[src/rtl/bus_initiator_pkg.sv]
// Shared state, request and synchroniser definitions for the MSX slot bus initiator.
package bus_initiator_pkg;

  typedef enum logic [2:0] {
    IDLE,
    T1,
    T2,
    TW,
    T3,
    DONE
  } state_e;

  typedef struct packed {
    logic        io;
    logic        write;
    logic        sltsl;
    logic [15:0] addr;
    logic [7:0]  wdata;
  } req_t;

  localparam int WAIT_SYNC_STAGES = 2;

endpackage

[src/rtl/bus_tstate_timer.sv]
// T-state timer: counts CLK cycles within one Z80 T-state and flags its last clock.
module bus_tstate_timer #(
  parameter int unsigned T_CYCLES = 6
) (
  input  logic clk_i,
  input  logic rst_ni,
  input  logic restart_i,
  output logic lastClk_o
);

  localparam logic [5:0] LastCnt = 6'(T_CYCLES - 1);

  logic [5:0] cnt_q;

  assign lastClk_o = (cnt_q == LastCnt);

  // Restarting on accept aligns the first T1 clock with count zero.
  always_ff @(posedge clk_i or negedge rst_ni) begin
    if (!rst_ni) begin
      cnt_q <= '0;
    end else if (restart_i || (cnt_q == LastCnt)) begin
      cnt_q <= '0;
    end else begin
      cnt_q <= cnt_q + 6'd1;
    end
  end

endmodule

[src/rtl/msx_bus_initiator.sv]
// MSX cartridge-slot bus cycle generator with Z80 T-state sequencing and WAIT_n stretching.
module msx_bus_initiator
  import bus_initiator_pkg::*;
#(
  parameter int unsigned T_CYCLES   = 6,
  parameter int unsigned WAIT_LIMIT = 1024
) (
  input  logic        CLK,
  input  logic        RESET_n,
  input  logic        REQ_VALID,
  output logic        REQ_READY,
  input  logic        REQ_IO,
  input  logic        REQ_WRITE,
  input  logic        REQ_SLTSL,
  input  logic [15:0] REQ_ADDR,
  input  logic [7:0]  REQ_WDATA,
  output logic        RESP_VALID,
  output logic [7:0]  RESP_RDATA,
  output logic        RESP_ERR,
  output logic [15:0] ADDR,
  output logic [7:0]  DOUT,
  output logic        DOUT_OE,
  input  logic [7:0]  DIN,
  output logic        SLTSL_n,
  output logic        MERQ_n,
  output logic        IORQ_n,
  output logic        RD_n,
  output logic        WR_n,
  input  logic        WAIT_n
);

  localparam logic [15:0] WaitLimit = 16'(WAIT_LIMIT);

  state_e                      state_q;
  req_t                        req_q;
  logic [15:0]                 waitCnt_q;
  logic [15:0]                 waitCnt_d;
  logic                        err_q;
  logic [WAIT_SYNC_STAGES-1:0] waitSync_q;
  logic                        ready_q;
  logic                        respValid_q;
  logic                        respErr_q;
  logic [7:0]                  rdata_q;
  logic                        doutOe_q;
  logic                        sltsl_q;
  logic                        merq_q;
  logic                        iorq_q;
  logic                        rd_q;
  logic                        wr_q;
  logic                        lastClk;
  logic                        accept;
  logic                        waitReq;
  logic                        stretch_d;
  logic                        timeout_d;
  req_t                        reqIn;

  assign accept  = ready_q && REQ_VALID;
  assign waitReq = !waitSync_q[WAIT_SYNC_STAGES-1];
  assign reqIn   = '{io: REQ_IO, write: REQ_WRITE, sltsl: REQ_SLTSL,
                     addr: REQ_ADDR, wdata: REQ_WDATA};

  bus_tstate_timer #(
    .T_CYCLES(T_CYCLES)
  ) u_timer (
    .clk_i    (CLK),
    .rst_ni   (RESET_n),
    .restart_i(accept),
    .lastClk_o(lastClk)
  );

  always_ff @(posedge CLK or negedge RESET_n) begin
    if (!RESET_n) begin
      waitSync_q <= '1;
    end else begin
      waitSync_q <= {waitSync_q[WAIT_SYNC_STAGES-2:0], WAIT_n};
    end
  end

  // A requested wait beyond the limit turns into an erroring T3 instead of another TW.
  always_comb begin
    waitCnt_d = waitCnt_q;
    stretch_d = 1'b0;
    timeout_d = 1'b0;
    if (waitReq) begin
      if (waitCnt_q >= WaitLimit) begin
        timeout_d = 1'b1;
      end else begin
        stretch_d = 1'b1;
        waitCnt_d = waitCnt_q + 16'd1;
      end
    end
  end

  always_ff @(posedge CLK or negedge RESET_n) begin
    if (!RESET_n) begin
      state_q     <= IDLE;
      req_q       <= '0;
      waitCnt_q   <= '0;
      err_q       <= 1'b0;
      ready_q     <= 1'b0;
      respValid_q <= 1'b0;
      respErr_q   <= 1'b0;
      rdata_q     <= 8'hFF;
      doutOe_q    <= 1'b0;
      sltsl_q     <= 1'b1;
      merq_q      <= 1'b1;
      iorq_q      <= 1'b1;
      rd_q        <= 1'b1;
      wr_q        <= 1'b1;
    end else begin
      respValid_q <= 1'b0;
      case (state_q)
        IDLE: begin
          if (accept) begin
            state_q   <= T1;
            req_q     <= reqIn;
            ready_q   <= 1'b0;
            doutOe_q  <= REQ_WRITE;
            waitCnt_q <= '0;
            err_q     <= 1'b0;
          end else begin
            ready_q <= 1'b1;
          end
        end
        T1: begin
          if (lastClk) begin
            state_q <= T2;
            merq_q  <= req_q.io;
            iorq_q  <= !req_q.io;
            rd_q    <= req_q.write;
            wr_q    <= !req_q.write;
            sltsl_q <= req_q.io || !req_q.sltsl;
          end
        end
        T2, TW: begin
          if (lastClk) begin
            if ((state_q == T2) && req_q.io) begin
              state_q <= TW;
            end else if (stretch_d) begin
              state_q   <= TW;
              waitCnt_q <= waitCnt_d;
            end else begin
              state_q <= T3;
              err_q   <= timeout_d;
            end
          end
        end
        T3: begin
          if (lastClk) begin
            state_q     <= DONE;
            respValid_q <= 1'b1;
            respErr_q   <= err_q;
            doutOe_q    <= 1'b0;
            sltsl_q     <= 1'b1;
            merq_q      <= 1'b1;
            iorq_q      <= 1'b1;
            rd_q        <= 1'b1;
            wr_q        <= 1'b1;
            if (!req_q.write) begin
              rdata_q <= err_q ? 8'hFF : DIN;
            end
          end
        end
        DONE: begin
          state_q <= IDLE;
          ready_q <= 1'b1;
        end
        default: state_q <= IDLE;
      endcase
    end
  end

  assign REQ_READY  = ready_q;
  assign RESP_VALID = respValid_q;
  assign RESP_RDATA = rdata_q;
  assign RESP_ERR   = respErr_q;
  assign ADDR       = req_q.addr;
  assign DOUT       = req_q.wdata;
  assign DOUT_OE    = doutOe_q;
  assign SLTSL_n    = sltsl_q;
  assign MERQ_n     = merq_q;
  assign IORQ_n     = iorq_q;
  assign RD_n       = rd_q;
  assign WR_n       = wr_q;

endmodule

[config.mk]
export PLATFORM = sky130hd
export DESIGN_NAME = msx_bus_initiator
export DESIGN_NICKNAME = d
export VERILOG_FILES = /design/src/rtl/bus_initiator_pkg.sv /design/src/rtl/bus_tstate_timer.sv /design/src/rtl/msx_bus_initiator.sv
export SDC_FILE = /design/constraint.sdc
export NUM_CORES = 1
export LEC_CHECK = 0
export ABC_AREA = 1
export CORE_MARGIN = 10
export CORE_UTILIZATION = 40
export DETAILED_ROUTE_END_ITERATION = 10
export PLACE_DENSITY_LB_ADDON = 0.05
export SLEW_MARGIN = 20
export SYNTH_ARGS = -nofsm -noshare
export SYNTH_HDL_FRONTEND = slang
export SYNTH_SLANG_ARGS = --single-unit
[constraint.sdc]
create_clock -name CLK -period 1.29 [get_ports CLK]
set_clock_uncertainty 0.05 [all_clocks]
set_input_delay 0.129 -clock CLK [delete_from_list [all_inputs] [get_ports CLK]]
set_output_delay 0.129 -clock CLK [all_outputs]
set_load 0.01 [all_outputs]
==> metrics.yaml <==
worst_setup_path:
  cp.required_ns: 1.53
  path_buf_inv: 2
  end_kind: "flip-flop"
  reg2reg_slack_ns: -0.15
  worstPathCellList: "inv_2, nand2_4, buf_4, nor2_4, nand4_1, nor2_2, nand2_1, nand2_1"
  path_delay_family: "simple AND/OR/NAND/NOR gates"
  path_max_fanout: 6
  r2r_end: "waitCnt_q[0]"
  max_stage_delay_ns: 0.40
  critical_path.most_common_cell: "nand2_1"
  critPathKind: "flip-flop to flip-flop"
  critPathSlowestCell: "dfrtp_1"
  reg2reg_depth: 8
  r2r-start: "state_q[2]"
  crit_start: "state_q[2]"
  start_kind: "flip-flop"
  critical_path_arrival_ns: 1.68
logic_synthesis:
  synth-compound-area-share: 0.0368
  synthAdderAreaFrac: 0.0144
  ys_seq_area_frac: 0.525
  synth_most_common_cell: "nand2_1"
  synth-xor-area-share: 0.0101
  syn_nets: 460
  yosys.area_share.simple: 0.305
  ys_top_cells_by_area: "dfrtp_1 41%, nand2_1 17%, dfstp_2 11%"
  synth_edf_count: 0
  avgSynthCellArea_um2: 8.31
  synth_top_family_by_area: "simple AND/OR/NAND/NOR gates"
  ys_ff_latch: 72
  synthTopCellsByCount: "160 x nand2_1, 57 x dfrtp_1, 54 x nor2_1"
  synthesis.area_um2: 3470
  yosysWarningCount: 0
  yosys.area.top_type: "dfrtp_1"
  yosysUniqueCellTypes: 30
  synth_ff_type: "dfrtp_1"
  synth.mux.area_fraction: 0
  synth_top_cell_area_share: 0.412
  netlist_instances: 417
  ys_async_sr_fraction: 1.00
drt:
  first_pass_iters: 4
  wl_per_cell_um: 13.5
  dr_total_vias: 2857
  wirelength_um: 8460
  postRouteAntennaNets: 0
  drc: 0
  drtIter0Drc: 143
  vias_per_cell: 4.56
global_route:
  grt.total_usage: 0.132
  grt_overflow: 0
  grt_pass1_vias: 2777
  grt_max_degree: 73
  antenna_found_initial: 0
  grt_first_pass_wirelength_um: 13900
timing:
  slew_headroom: 0.743
  tightest_slew_ns: 0.385
  setup_viol: 61
  worst_slack_ns: -0.152
  period_needed_ns: 1.44
  finalCritPeriodShare: 1.12
  hold_viol: 0
  final-max-slew-violation-count: 0
  fmax_ghz: 0.693
  rsz0062_at_grt: "yes"
hold_path:
  hp-class: "input pin to flip-flop"
  hp-start: "WAIT_n"
  min_to: "waitSync_q[0]"
  min_delay_path_depth: 1
clock_tree:
  cts_made_buffers: 9
  htree_num_levels: 3
  clk_pin_slew_ns: 0.08
  cts_tree: "built"
  cts_root_buffer: "clkbuf_8"
  clock-sinks: 72
  clockBufferDepth: 2
  clk_latency_ns: 0.34
placed_design:
  gp_congestion: 0.774
  hpwlAfterDp_um: 5830
  io_buffers: 79
  place_ws_ns: -0.234
power:
  power_density_nw_per_um2: 2230
  totalPowerFinal_mw: 10.9
  leakagePower_nw: 2.47
  ir_drop_uv: 1140
floorplanning:
  rows: 33
  core_um2: 8340
  die-area_um2: 12800
  die-width_um: 113
  io_pins: 80
  fp.dieH_um: 113
  start_util: 0.416
final_layout:
  diodes: 0
  syn_to_final_growth_pct: 41.6
  nets: 560
  drive_gt1_frac: 0.289
outcome:
  violations: "setup timing"
  status: "finished, violations left"
run:
  cap_violations: 0
sequential cells by signal, indices dropped and copies added, names as in the netlist, 2 cells and up:
name	flops
waitSync_q	2
DOUT	8
waitCnt_q	16
state_q	3
RESP_RDATA	8
req_q	3
u_timer.cnt_q	6
ADDR	16
stage by stage:
stage	hold WS [ns]	instances	cell area [µm²]	setup TNS, ns	util
2_1_floorplan	-0.217	417	3480	-2.33	-
3_3_place_gp	0.141	602	4440	-7.83	0.533
3_5_place_dp	0.140	602	4440	-8.96	0.533
4_1_cts	0.128	623	4790	-6.68	0.575
5_1_grt	0.140	627	4910	-12.37	0.588
6_report	0.143	627	4910	-5.84	0.588
cells by family (layout without fill, tap and decap cells):
kind of cell / count (synthesis) / in the layout
xor gates and xnor gates: 4 / 4
buffers and inverters: 62 / 167
adders and majority gates: 4 / 4
and+or+nand+nor: 251 / 251
AOI/OAI and AO/OA: 24 / 24
DFF: 72 / 72
timing repair:
action                                  CTS  global route
endpoints found under the hold margin    57             0
gates resized for setup                 116            38
gates cloned                              1             2
pin swaps                                 8             4
endpoints found under the setup margin  108            74
setup buffers                             3             2
hold buffers                              1             0
placed cells by master (no fill, tap or decap), drive strengths merged:
| cell type | n |
|---|---|
| bufinv | 4 |
| nor3b | 2 |
| buf | 56 |
| o21bai | 1 |
| dfstp | 15 |
| clkbuf | 13 |
| nor2 | 60 |
| xnor2 | 3 |
| and3 | 1 |
| dfrtp | 57 |
| nand4 | 5 |
| ha | 4 |
| o21ai | 14 |
| a21oi | 7 |
| inv | 28 |
| nor3 | 2 |
| xor2 | 1 |
| clkdlybuf4s50 | 37 |
| dlygate4sd3 | 1 |
| o211ai | 1 |
| nand3 | 15 |
| clkinvlp | 1 |
| dlygate4sd2 | 27 |
| a21boi | 1 |
| nand2 | 166 |
cell type report:
class | instances | area (µm²)
Fill cell | 788 | 3430
Sequential cell | 72 | 1820
Multi-Input combinational cell | 283 | 1470
Timing Repair Buffer | 123 | 1100
Clock buffer | 11 | 141
Tap cell | 105 | 131
Clock inverter | 5 | 128
Inverter | 28 | 110
report_power, final:
part / leakage (nW) / total [mW] / switching, mW / internal (mW)
Clock: 0.130 / 2.37 / 0.838 / 1.53
Combinational: 1.44 / 4.89 / 2.65 / 2.24
Sequential: 0.899 / 3.66 / 0.487 / 3.18
Total: 2.47 / 10.9 / 3.97 / 6.95
worst max-delay path by stage:
| stage | endpoint | slack (ns) | depth (start not counted) |
|---|---|---|---|
| 6_report | waitCnt_q[0] | -0.15 | 8 |
| 5_1_grt | waitCnt_q[3] | -0.27 | 8 |
| 4_1_cts | waitCnt_q[0] | -0.14 | 8 |
| 3_5_place_dp | waitCnt_q[0] | -0.23 | 8 |
| 3_3_place_gp | waitCnt_q[9] | -0.20 | 8 |
| 2_1_floorplan | waitCnt_q[4] | -0.08 | 9 |
per-layer routing:
layer / up-vias / GRT usage / part of all wire
met2: 73 / 0.204 / 0.46
met1: 1313 / 0.171 / 0.46
met3: 10 / 0.0380 / 0.065
met4: 0 / 0.0482 / 0.014
li1: 1461 / - / -
met5: - / 0 / 0
No activity file was read; power rests on OpenSTA's default activity.
